`src/rtl/nios_handshake_mem_pkg.sv`:
```
// rtl/nios_handshake_mem_pkg.sv - shared widths, port index type and helpers for the NIOS/accelerator memory arbiter
// Contents:
//   ADDR_W_DEF / DATA_W_DEF : default word address and data widths
//   CNT_W                   : width of the optional grant/conflict counters
//   port_idx_t              : requester index (0 = CPU data master, 1 = handshake accelerator)
//   port_onehot()           : index to one-hot grant vector
package nios_handshake_mem_pkg;

    localparam int ADDR_W_DEF = 13;
    localparam int DATA_W_DEF = 32;
    localparam int CNT_W      = 32;

    typedef logic port_idx_t;

    function automatic logic [1:0] port_onehot(input port_idx_t idx);
        return idx ? 2'b10 : 2'b01;
    endfunction

endpackage

```
`src/rtl/nios_handshake_rr_arb2.sv`:
```
// rtl/nios_handshake_rr_arb2.sv - two-way round-robin grant with a one-bit last_grant history
// Ports:
//   clk, reset : clock, synchronous active-high reset (last_grant returns to 1)
//   req[1:0]   : request per port
//   advance    : high in cycles where the grant is taken; updates last_grant
//   grant[1:0] : one-hot grant, or zero when idle or in reset
module nios_handshake_rr_arb2
    import nios_handshake_mem_pkg::*;
(
    input  logic       clk,
    input  logic       reset,
    input  logic [1:0] req,
    input  logic       advance,
    output logic [1:0] grant
);

    port_idx_t last_grant;

    // On a conflict the port that did not win last time goes first.
    always_comb begin
        grant = 2'b00;
        if (!reset) begin
            case (req)
                2'b01:   grant = 2'b01;
                2'b10:   grant = 2'b10;
                2'b11:   grant = port_onehot(~last_grant);
                default: grant = 2'b00;
            endcase
        end
    end

    // Resetting to 1 lets port 0 win the first conflict.
    always_ff @(posedge clk) begin
        if (reset) begin
            last_grant <= 1'b1;
        end else if (advance) begin
            last_grant <= grant[1];
        end
    end

endmodule

```
`src/rtl/nios_handshake_mem_arbiter.sv`:
```
// rtl/nios_handshake_mem_arbiter.sv - round-robin arbiter sharing one single-port RAM between CPU and accelerator
// Ports:
//   clk, reset          : clock, synchronous active-high reset
//   m0_* / m1_*         : Avalon-style requester ports (0 = CPU data master, 1 = handshake accelerator)
//                         address, byteenable, read, write, writedata in; readdata, waitrequest, readdatavalid out
//   mem_*               : RAM side; mem_readdata is the unregistered RAM output, valid one cycle after the address
//   gnt_cnt0/1,
//   conflict_cnt        : present only with NIOS_HANDSHAKE_MEM_ARB_PERF_EN defined
// Build option: NIOS_HANDSHAKE_MEM_ARB_PERF_EN adds wrapping per-port grant counters and a conflict counter.
module nios_handshake_mem_arbiter
    import nios_handshake_mem_pkg::*;
#(
    parameter int ADDR_W = ADDR_W_DEF,
    parameter int DATA_W = DATA_W_DEF,
    parameter int BE_W   = DATA_W / 8
) (
    input  logic              clk,
    input  logic              reset,

    input  logic [ADDR_W-1:0] m0_address,
    input  logic [BE_W-1:0]   m0_byteenable,
    input  logic              m0_read,
    input  logic              m0_write,
    input  logic [DATA_W-1:0] m0_writedata,
    output logic [DATA_W-1:0] m0_readdata,
    output logic              m0_waitrequest,
    output logic              m0_readdatavalid,

    input  logic [ADDR_W-1:0] m1_address,
    input  logic [BE_W-1:0]   m1_byteenable,
    input  logic              m1_read,
    input  logic              m1_write,
    input  logic [DATA_W-1:0] m1_writedata,
    output logic [DATA_W-1:0] m1_readdata,
    output logic              m1_waitrequest,
    output logic              m1_readdatavalid,

`ifdef NIOS_HANDSHAKE_MEM_ARB_PERF_EN
    output logic [CNT_W-1:0]  gnt_cnt0,
    output logic [CNT_W-1:0]  gnt_cnt1,
    output logic [CNT_W-1:0]  conflict_cnt,
`endif

    output logic [ADDR_W-1:0] mem_address,
    output logic [BE_W-1:0]   mem_byteenable,
    output logic              mem_chipselect,
    output logic              mem_write,
    output logic [DATA_W-1:0] mem_writedata,
    output logic              mem_clken,
    input  logic [DATA_W-1:0] mem_readdata
);

    logic [1:0] req;
    logic [1:0] grant;
    logic       granted;
    port_idx_t  gnt_idx;
    logic       sel_read;
    logic       sel_write;
    logic       rd_accept;
    logic       rd_pending;
    port_idx_t  rd_owner;

    assign req     = {m1_read | m1_write, m0_read | m0_write};
    assign granted = |grant;
    assign gnt_idx = grant[1];

    nios_handshake_rr_arb2 u_rr_arb (
        .clk     (clk),
        .reset   (reset),
        .req     (req),
        .advance (granted),
        .grant   (grant)
    );

    assign m0_waitrequest = req[0] & ~grant[0];
    assign m1_waitrequest = req[1] & ~grant[1];

    always_comb begin
        mem_address    = m0_address;
        mem_byteenable = m0_byteenable;
        mem_writedata  = m0_writedata;
        sel_read       = m0_read;
        sel_write      = m0_write;
        if (gnt_idx) begin
            mem_address    = m1_address;
            mem_byteenable = m1_byteenable;
            mem_writedata  = m1_writedata;
            sel_read       = m1_read;
            sel_write      = m1_write;
        end
    end

    assign mem_chipselect = granted;
    assign mem_write      = granted & sel_write;
    assign mem_clken      = 1'b1;

    // A simultaneous read+write is carried out as the write only; the read gets no response.
    assign rd_accept = granted & sel_read & ~sel_write;

    always_ff @(posedge clk) begin
        if (reset) begin
            rd_pending <= 1'b0;
            rd_owner   <= 1'b0;
        end else begin
            rd_pending <= rd_accept;
            rd_owner   <= gnt_idx;
        end
    end

    // Reset also masks a response already in flight from the cycle before it asserted.
    assign m0_readdatavalid = rd_pending & ~reset & (rd_owner == 1'b0);
    assign m1_readdatavalid = rd_pending & ~reset & (rd_owner == 1'b1);
    assign m0_readdata      = mem_readdata;
    assign m1_readdata      = mem_readdata;

`ifdef NIOS_HANDSHAKE_MEM_ARB_PERF_EN
    always_ff @(posedge clk) begin
        if (reset) begin
            gnt_cnt0     <= '0;
            gnt_cnt1     <= '0;
            conflict_cnt <= '0;
        end else begin
            if (grant[0]) begin
                gnt_cnt0 <= gnt_cnt0 + 1'b1;
            end
            if (grant[1]) begin
                gnt_cnt1 <= gnt_cnt1 + 1'b1;
            end
            if (&req) begin
                conflict_cnt <= conflict_cnt + 1'b1;
            end
        end
    end
`endif

endmodule

```
`config.mk`:
```
export PLATFORM = sky130hd
export DESIGN_NAME = nios_handshake_mem_arbiter
export DESIGN_NICKNAME = d
export VERILOG_FILES = /design/src/rtl/nios_handshake_mem_pkg.sv /design/src/rtl/nios_handshake_rr_arb2.sv /design/src/rtl/nios_handshake_mem_arbiter.sv
export SDC_FILE = /design/constraint.sdc
export NUM_CORES = 1
export LEC_CHECK = 0
export ABC_CLOCK_PERIOD_IN_PS = 2300
export CAP_MARGIN = 20
export CORE_AREA = 3 3 97 99
export CTS_BUF_LIST = sky130_fd_sc_hd__clkbuf_16
export DETAILED_ROUTE_END_ITERATION = 10
export DIE_AREA = 0 0 100 102
export DONT_BUFFER_PORTS = 1
export GPL_ROUTABILITY_DRIVEN = 0
export SLEW_MARGIN = 5
export SYNTH_ARGS = -nofsm -noshare
export SYNTH_HDL_FRONTEND = slang
export SYNTH_HIERARCHICAL = 1
export SYNTH_SLANG_ARGS = --single-unit
```
`constraint.sdc`:
```
create_clock -name clk -period 2.3 [get_ports clk]
set_input_delay 0.575 -clock clk [delete_from_list [all_inputs] [get_ports clk]]
set_output_delay 0.575 -clock clk [all_outputs]
set_load 0.1 [all_outputs]
```
==> metrics, run 1 <==
Required @ worst endpoint 1.73 ns; total gr overflow 0; cell count after synthesis 145; crit path to mem_writedata[7]; Setup TNS -5.82 ns; most used cell, CP buf_12; CP arrival 1.88 ns; WP depth 7; CTS Root Cell clkbuf_16; origin of the worst setup path m0_read; RR Endpoint u_rr_arb/last_grant$_SDFFE_PP1P_; Mapped Nets between 200 and 300; core area 8640 um^2; Synthesis Warnings 6; post-route insts no fill 255; # clock sinks 3; fmax 408 MHz; clock insertion delay at the later pin of the skew report 0.22 ns; CP top delay family simple AND/OR/NAND/NOR gates; Hold Violations, Final 0; Seq/Total Area, Yosys 0.0398; violated checks negative setup slack; Vias just under 1000; number of port buffers 0; hold depth 1; CTS max path bufs 2; Ant. Diodes 0; leakage power 1.12 nW; Worst Path Buf+Inv 3; CP peak stage delay 0.32 ns; die width approximately 100 um; # IOs approximately 260; CP Class primary input to primary output; fin. max-slew vios 0; # DRC 0; Die Ht 102 um; HP Class primary input to flop; top-count cell post-synth buf_4; via/cell ratio 3.84; Crit. End Element primary output; post-placement setup slack -0.189 ns; initial antenna violation count 0; Placed Instances 240; area delta synth->final 65.6%; max_cap viols 0; Synth area leaders mux2_4 44%, buf_4 32%, buf_12 5.3%; Post-synth top cells 65 x buf_4, 44 x mux2_4, 5 x mux2_2, 4 x buf_12, 4 x nor2b_1; H-tree depth 1; Placement Cell Area between 2000 and 2500 um^2; Die ar. between 10000 and 15000 um^2; status finished, violations left; Pwr Total between 1.5 and 2 mW; pin count of the biggest net entering global routing 14; Post-synth EDFFs 0; Most used DFF post-synth dfxtp_1; Site Rows 34; RSZ-0062 raised after global routing yes; first-pass GRT wire length 6020 um; wire length per cell 18.9 um; r2r setup slk 0.60 ns; vias in the first global route about 1000; fin area ~2500 um^2; final worst path period share 1.07; syn_area_per_cell 10.4 um^2; crit path time final approximately 2.5 ns; final antenna-violating net count 0; maximum VDD drop 0.218 mV; setup ws final -0.153 ns; # setup viols final 49; crit-path max FO 8; hold_buf cts 0; synthesized area 1510 um^2; dpl hpwl approximately 3900 um; ys async rst share 0; Final nets 284; cell taking the most area after synthesis mux2_4; Initial Util 0.175; Detailed Route WL 4810 um; CP max-delay cell mux2_4; first-pass iteration count of the detailed router 3; R2R Path Start u_rr_arb/last_grant$_SDFFE_PP1P_; share of post-route cells with drive strength above 1 0.891; Global Route Usage Sum 0.0755; TritonCTS clock tree built; Hold WS 0.420 ns; FF-to-FF path depth 6; final core occ 0.289; post-synth top area share 0.438; Netlist cell types 21; Num CTS Buffers 3; crit path launch type primary input; clock-pin slew on the worst setup and hold paths 0.03 ns; Power Dens Cells 666 nW/um^2; #FFs+latches synth 3; Final Skew 0.00136 ns; DR iter-0 viols 23; crit-path cells or2_4, nand2_2, and3_4, buf_12, buf_12, mux2_4, buf_12
[per-layer routing]
| layer | wire length [um] | up-vias | GRT usage |
|---|---|---|---|
| li1 | - | 431 | - |
| met1 | 1480 | 433 | 0.0754 |
| met2 | 2560 | 112 | 0.142 |
| met3 | 767 | 2 | 0.0348 |
| met4 | 2 | 0 | 0.0207 |
| met5 | 0 | - | 0 |
[flip-flops by register name, indices dropped and copies added (netlist names)]
signal,count
rd_owner,1
rd_pending,1
u_rr_arb/last_grant,1
[area by class of cell]
| cell class | count | area (um^2) |
|---|---|---|
| multi-input combinational | 70 | 926 |
| tap | 108 | 135 |
| timing repair buffer | 69 | 1290 |
| fill | 869 | 6140 |
| clock buffer | 3 | 75.1 |
| inverter | 1 | 3.75 |
| sequential | 3 | 60.1 |
| clock inverter | 1 | 3.75 |
[where the power goes]
part	internal (mW)	switching, mW
combinational	0.521	0.812
clock	0.224	0.0472
sequential	0.0563	0.00306
total	0.801	0.862
[kinds of logic after synthesis]
family,share of synthesized area
other cells,0.00249
buf+inv,0.397
flops,0.0398
simple gates,0.0722
compound gates,0.0133
mux,0.476
[layout by cell type (no fill, tap or decap)]
cell type,n
inv_1,2
o21ai_4,1
buf_16,2
and3b_1,1
nand4bb_1,1
nand2b_1,1
clkbuf_16,5
conb_1,1
nand3b_1,1
mux2_4,49
buf_8,1
nand2_1,2
dfxtp_1,3
buf_12,55
nor2b_4,2
a21oi_1,1
or2_4,3
buf_4,8
nor3b_4,1
and3_4,2
nand2_2,1
a311o_1,1
buf_6,1
nor2b_1,2
[what timing repair did]
action / 4_1_cts / 5_1_grt
cloned: 3 / 2
buffers inserted: 5 / 3
resized for setup: 9 / 5
setup endpoints to repair: 51 / 49
pin swaps: 1 / 1
[worst min-delay path by stage]
stage / startpoint / end / slack (ns)
after floorplan: u_rr_arb/last_grant$_SDFFE_PP1P_ / u_rr_arb/last_grant$_SDFFE_PP1P_ / 0.54
final: reset / rd_pending$_SDFF_PP0_ / 0.42
after global routing: reset / rd_pending$_SDFF_PP0_ / 0.41
after global placement: u_rr_arb/last_grant$_SDFFE_PP1P_ / u_rr_arb/last_grant$_SDFFE_PP1P_ / 0.55
after CTS: reset / rd_pending$_SDFF_PP0_ / 0.42
after detailed placement: u_rr_arb/last_grant$_SDFFE_PP1P_ / u_rr_arb/last_grant$_SDFFE_PP1P_ / 0.57
Note: power is estimated with default switching activity, not from simulation.
==> run 2, diff against run 1 <==
ABC_CLOCK_PERIOD_IN_PS = 2650   (was 2300)
clock period = 2.65 ns   (was 2.3 ns; I/O delays follow)
==> run 2 against run 1 <==
Net effect: the run still ends with negative setup slack left; worst setup slack better by 0.11 ns; critical path depth up 1; flip-flop and latch count stayed put; design area rose by 0.75%; routed wire length grew 4.6%; critical endpoint is now mem_address[11]; critical path type unchanged; global-route usage grew 0.74 points.
==> metrics, run 2 (same netlist as run 1, synthesis figures left out) <==
Die ar. 10200 um^2; RSZ-0062 raised after global routing yes; final antenna-violating net count 0; Initial Util 0.175; P_int roughly 700 uW; Ant. Diodes 0; first-pass GRT wire length 6490 um; area delta synth->final 66.8%; clock power share 0.159; post-placement setup slack -0.130 ns; switching share of power 0.516; # DRC 0; final worst path period share 1.01; maximum VDD drop 0.353 mV; status finished, violations left; DR iter-0 viols 8; # IOs 256; crit path time final between 2 and 3 ns; clock-pin slew on the worst setup and hold paths about 0.030 ns; leakage power 1.12 nW; # clock sinks 3; Num CTS Buffers 3; share of post-route cells with drive strength above 1 0.884; Register Area 60.1 um^2; Fill cells 877; Required @ worst endpoint 1.99 ns; # setup viols final 9; dpl hpwl 3730 um; CTS max path bufs 2; fmax 372 MHz; setup ws final -0.0390 ns; violated checks negative setup slack; CP arrival 2.03 ns; commonest non-fill, non-tap cell in the layout buf_12; via/cell ratio 3.91; Power Dens Cells between 500 and 600 nW/um^2; CTS Root Cell clkbuf_16; first-pass iteration count of the detailed router 2; Die Ht 102 um; crit-path max FO 5; HP Class primary input to flop; wire length per cell 19.7 um; Detailed Route WL 5030 um; total gr overflow 0; hold_buf cts 0; vias in the first global route 1144; Setup TNS -0.263 ns; crit path launch type primary input; most frequent cells in the layout 54 x buf_12, 49 x mux2_4, 6 x buf_4; Largest regs rd_owner (1), rd_pending (1), u_rr_arb/last_grant (1); Reg power frac 0.035; Gate power share 0.806; Pwr Total 1.45 mW; Final Skew 0.000984 ns; pin count of the biggest net entering global routing 20; Hold Violations, Final 0; Vias 996; area of the multi-input gates 901 um^2; Site Rows 34; clock insertion delay at the later pin of the skew report approximately 0.22 ns; fin. max-slew vios 0; Final nets 284; max_cap viols 0; core area 8640 um^2; number of port buffers 0; initial antenna violation count 0; Psw 750 uW; Global Route Usage Sum 0.0829; CP Class primary input to primary output; H-tree depth 1; Crit. End Element primary output; die width ~100 um; final core occ 0.291; Hold WS 0.511 ns; TritonCTS clock tree built
## run 2: cell types whose count changed in the layout (fill, tap and decap cells not counted), moves of 2 or more
cell     delta
buf_16      +3
buf_4       -2
nor2b_2     +2
nor2b_4     -2
## run 2: power by group through the flow
stage          combinational (mW)  sequential [mW]  clock (mW)
2_1_floorplan                1.22           0.0507           0
3_3_place_gp                 1.09           0.0513           0
3_5_place_dp                 1.09           0.0516           0
4_1_cts                      1.17           0.0514       0.234
5_1_grt                      1.20           0.0517       0.238
6_report                     1.17           0.0513       0.231
## run 2: layout make-up
cell class | instances | area share
Clock buffer | 3 | 0.0299
Clock inverter | 1 | 0.00149
Inverter | 1 | 0.00149
Multi-Input combinational cell | 70 | 0.358
Sequential cell | 3 | 0.0239
Tap cell | 108 | 0.0537
Timing Repair Buffer | 69 | 0.531
## run 2: critical path: stages
cell and delay, ns:
or2_4 0.24, nand2_2 0.07, and3_4 0.21, buf_6 0.13, buf_12 0.11, buf_16 0.12
mux2_4 0.31, buf_12 0.17
## run 2: through the flow
stage          cells  instance area [um^2]
6_report         255                  2510
5_1_grt          255                  2510
4_1_cts          254                  2490
3_5_place_dp     239                  2150
3_3_place_gp     239                  2150
2_1_floorplan    145                  1520
## run 2: repair_timing
item / CTS / global route
cloned: 5 / 2
setup endpoints to repair: 49 / 35
gates resized for setup: 18 / 1
pin swaps: 3 / 0
setup buffers: 8 / 0
## run 2: path summary, 6_finish.rpt
path	startpoint	to	slack (ns)	cells after the start
setup / recovery	m0_read	mem_address[11]	-0.04	8
hold reg to reg	u_rr_arb/last_grant$_SDFFE_PP1P_	u_rr_arb/last_grant$_SDFFE_PP1P_	0.63	2
hold / removal	reset	rd_owner$_SDFF_PP0_	0.51	1
setup reg to reg	u_rr_arb/last_grant$_SDFFE_PP1P_	u_rr_arb/last_grant$_SDFFE_PP1P_	0.87	7
## run 2: metal layers
metal	vias up	wire, um	GRT usage
met5	-	0	0
met1	442	1490	0.0770
met3	7	805	0.0410
met4	0	19	0.0135
met2	118	2710	0.165
li1	429	-	-
==> run 3, diff against run 2 <==
CORE_AREA = 2 2 99 101   (was 3 3 97 99)
DIE_AREA = 0 0 101 103   (was 0 0 100 102)
==> run 3 against run 2 <==
Net effect: the run now ends clean; via count decreased by 0.60%; first-iteration DRC count increased by 88%; flip-flop and latch count did not move; register-to-register slack worse by 0.04 ns.
==> metrics, run 3 (same netlist as run 1, synthesis figures left out) <==
# setup viols final 0; final core occ 0.258; setup ws final 0.0297 ns; Final Skew 0.00173 ns; CTS Root Cell clkbuf_16; area delta synth->final 62.2%; core area 9460 um^2; switching share of power 0.525; clock-pin slew on the worst setup and hold paths approximately 0.030 ns; initial antenna violation count 0; via/cell ratio 3.84; clock insertion delay at the later pin of the skew report 0.22 ns; fin. max-slew vios 0; Die ar. 10400 um^2; Largest regs rd_owner (1), rd_pending (1), u_rr_arb/last_grant (1); Setup TNS 0 ns; TritonCTS clock tree built; hold_buf cts 0; Die Ht a little over 100 um; Pwr Total 1.44 mW; most used cell, CP buf_12; first-pass GRT wire length ~6100 um; final antenna-violating net count 0; share of post-route cells with drive strength above 1 0.882; final worst path period share 0.989; wire length per cell 19.9 um; number of port buffers 0; CP top delay family simple AND/OR/NAND/NOR gates; Initial Util 0.159; post-placement setup slack -0.133 ns; CP arrival about 2.0 ns; Final nets 281; H-tree depth 1; die width 101 um; Psw 756 uW; Required @ worst endpoint 1.99 ns; max_cap viols 0; DR iter-0 viols 15; HP Class primary input to flop; post-route insts no fill 258; Hold WS 0.508 ns; Hold Violations, Final 0; Num CTS Buffers 3; Placement Cell Area 2080 um^2; fmax between 300 and 400 MHz; RSZ-0062 raised after global routing yes; clock power share 0.162; crit-path cells or2_4, nand2_4, and3_4, buf_12, buf_16, mux2_4, buf_12; pin count of the biggest net entering global routing 11; # clock sinks 3; Gate power share 0.801; Power Dens Cells 589 nW/um^2; CP max-delay cell mux2_4; crit path launch type primary input; maximum VDD drop 0.238 mV; Reg power frac 0.037; crit path time final 2.62 ns; dpl hpwl 3880 um; first-pass iteration count of the detailed router 2; CP Class primary input to primary output; Global Route Usage Sum 0.0817; leakage power 1.09 nW; Ant. Diodes 0; Crit. End Element primary output; fin area 2440 um^2; # IOs 256; Site Rows 36; status finished, final reports clean; CTS max path bufs 2; Vias 990; most frequent cells in the layout 49 x mux2_4, 49 x buf_12, 8 x buf_4; Placed Instances around 240; Detailed Route WL ~5000 um; crit-path max FO 9; P_int 685 uW; vias in the first global route roughly 1100; CP peak stage delay 0.32 ns; Worst Path Buf+Inv 3; total gr overflow 0; # DRC 0
run 3: worst reg2reg max path, stage by stage (launching register included):
cell and delay [ns]:
dfxtp_1 0.40, nand2_4 0.07, and3_4 0.17, buf_4 0.15, buf_16 0.14, or2_2 0.32
buf_12 0.17, a311o_1 0.27
run 3: area by class of cell:
cell class	count	area, um^2
fill	953	7010
tap	114	143
clock inverter	1	3.75
timing repair buffer	66	1250
sequential	3	60.1
inverter	1	3.75
clock buffer	3	75.1
multi-input combinational	70	906
run 3: timing repair:
action	CTS	global route
pin swaps	2	2
gates cloned	5	1
setup endpoints to repair	50	37
resized for setup	18	2
setup buffers	7	1
run 3: worst paths after layout:
check | cells after the start | slack, ns | from | endpoint
min reg2reg | 2 | 0.73 | u_rr_arb/last_grant$_SDFFE_PP1P_ | u_rr_arb/last_grant$_SDFFE_PP1P_
max reg2reg | 7 | 0.83 | u_rr_arb/last_grant$_SDFFE_PP1P_ | u_rr_arb/last_grant$_SDFFE_PP1P_
min | 1 | 0.51 | reset | rd_owner$_SDFF_PP0_
max | 7 | 0.03 | m0_write | mem_writedata[28]
run 3: routing by layer:
metal,GRT usage,vias to the layer above,wire [um]
met4,0.0374,0,131
met2,0.158,104,2810
met1,0.0710,454,1470
met5,0,-,0
li1,-,424,-
met3,0.0393,8,736
run 3: power by group through the flow:
stage,Clock [mW],Combinational [mW],Sequential [mW]
finish,0.233,1.16,0.0527
global route,0.241,1.18,0.0528
CTS,0.239,1.16,0.0518
detailed placement,0,1.07,0.0519
global placement,0,1.07,0.0513
floorplan,0,1.22,0.0507
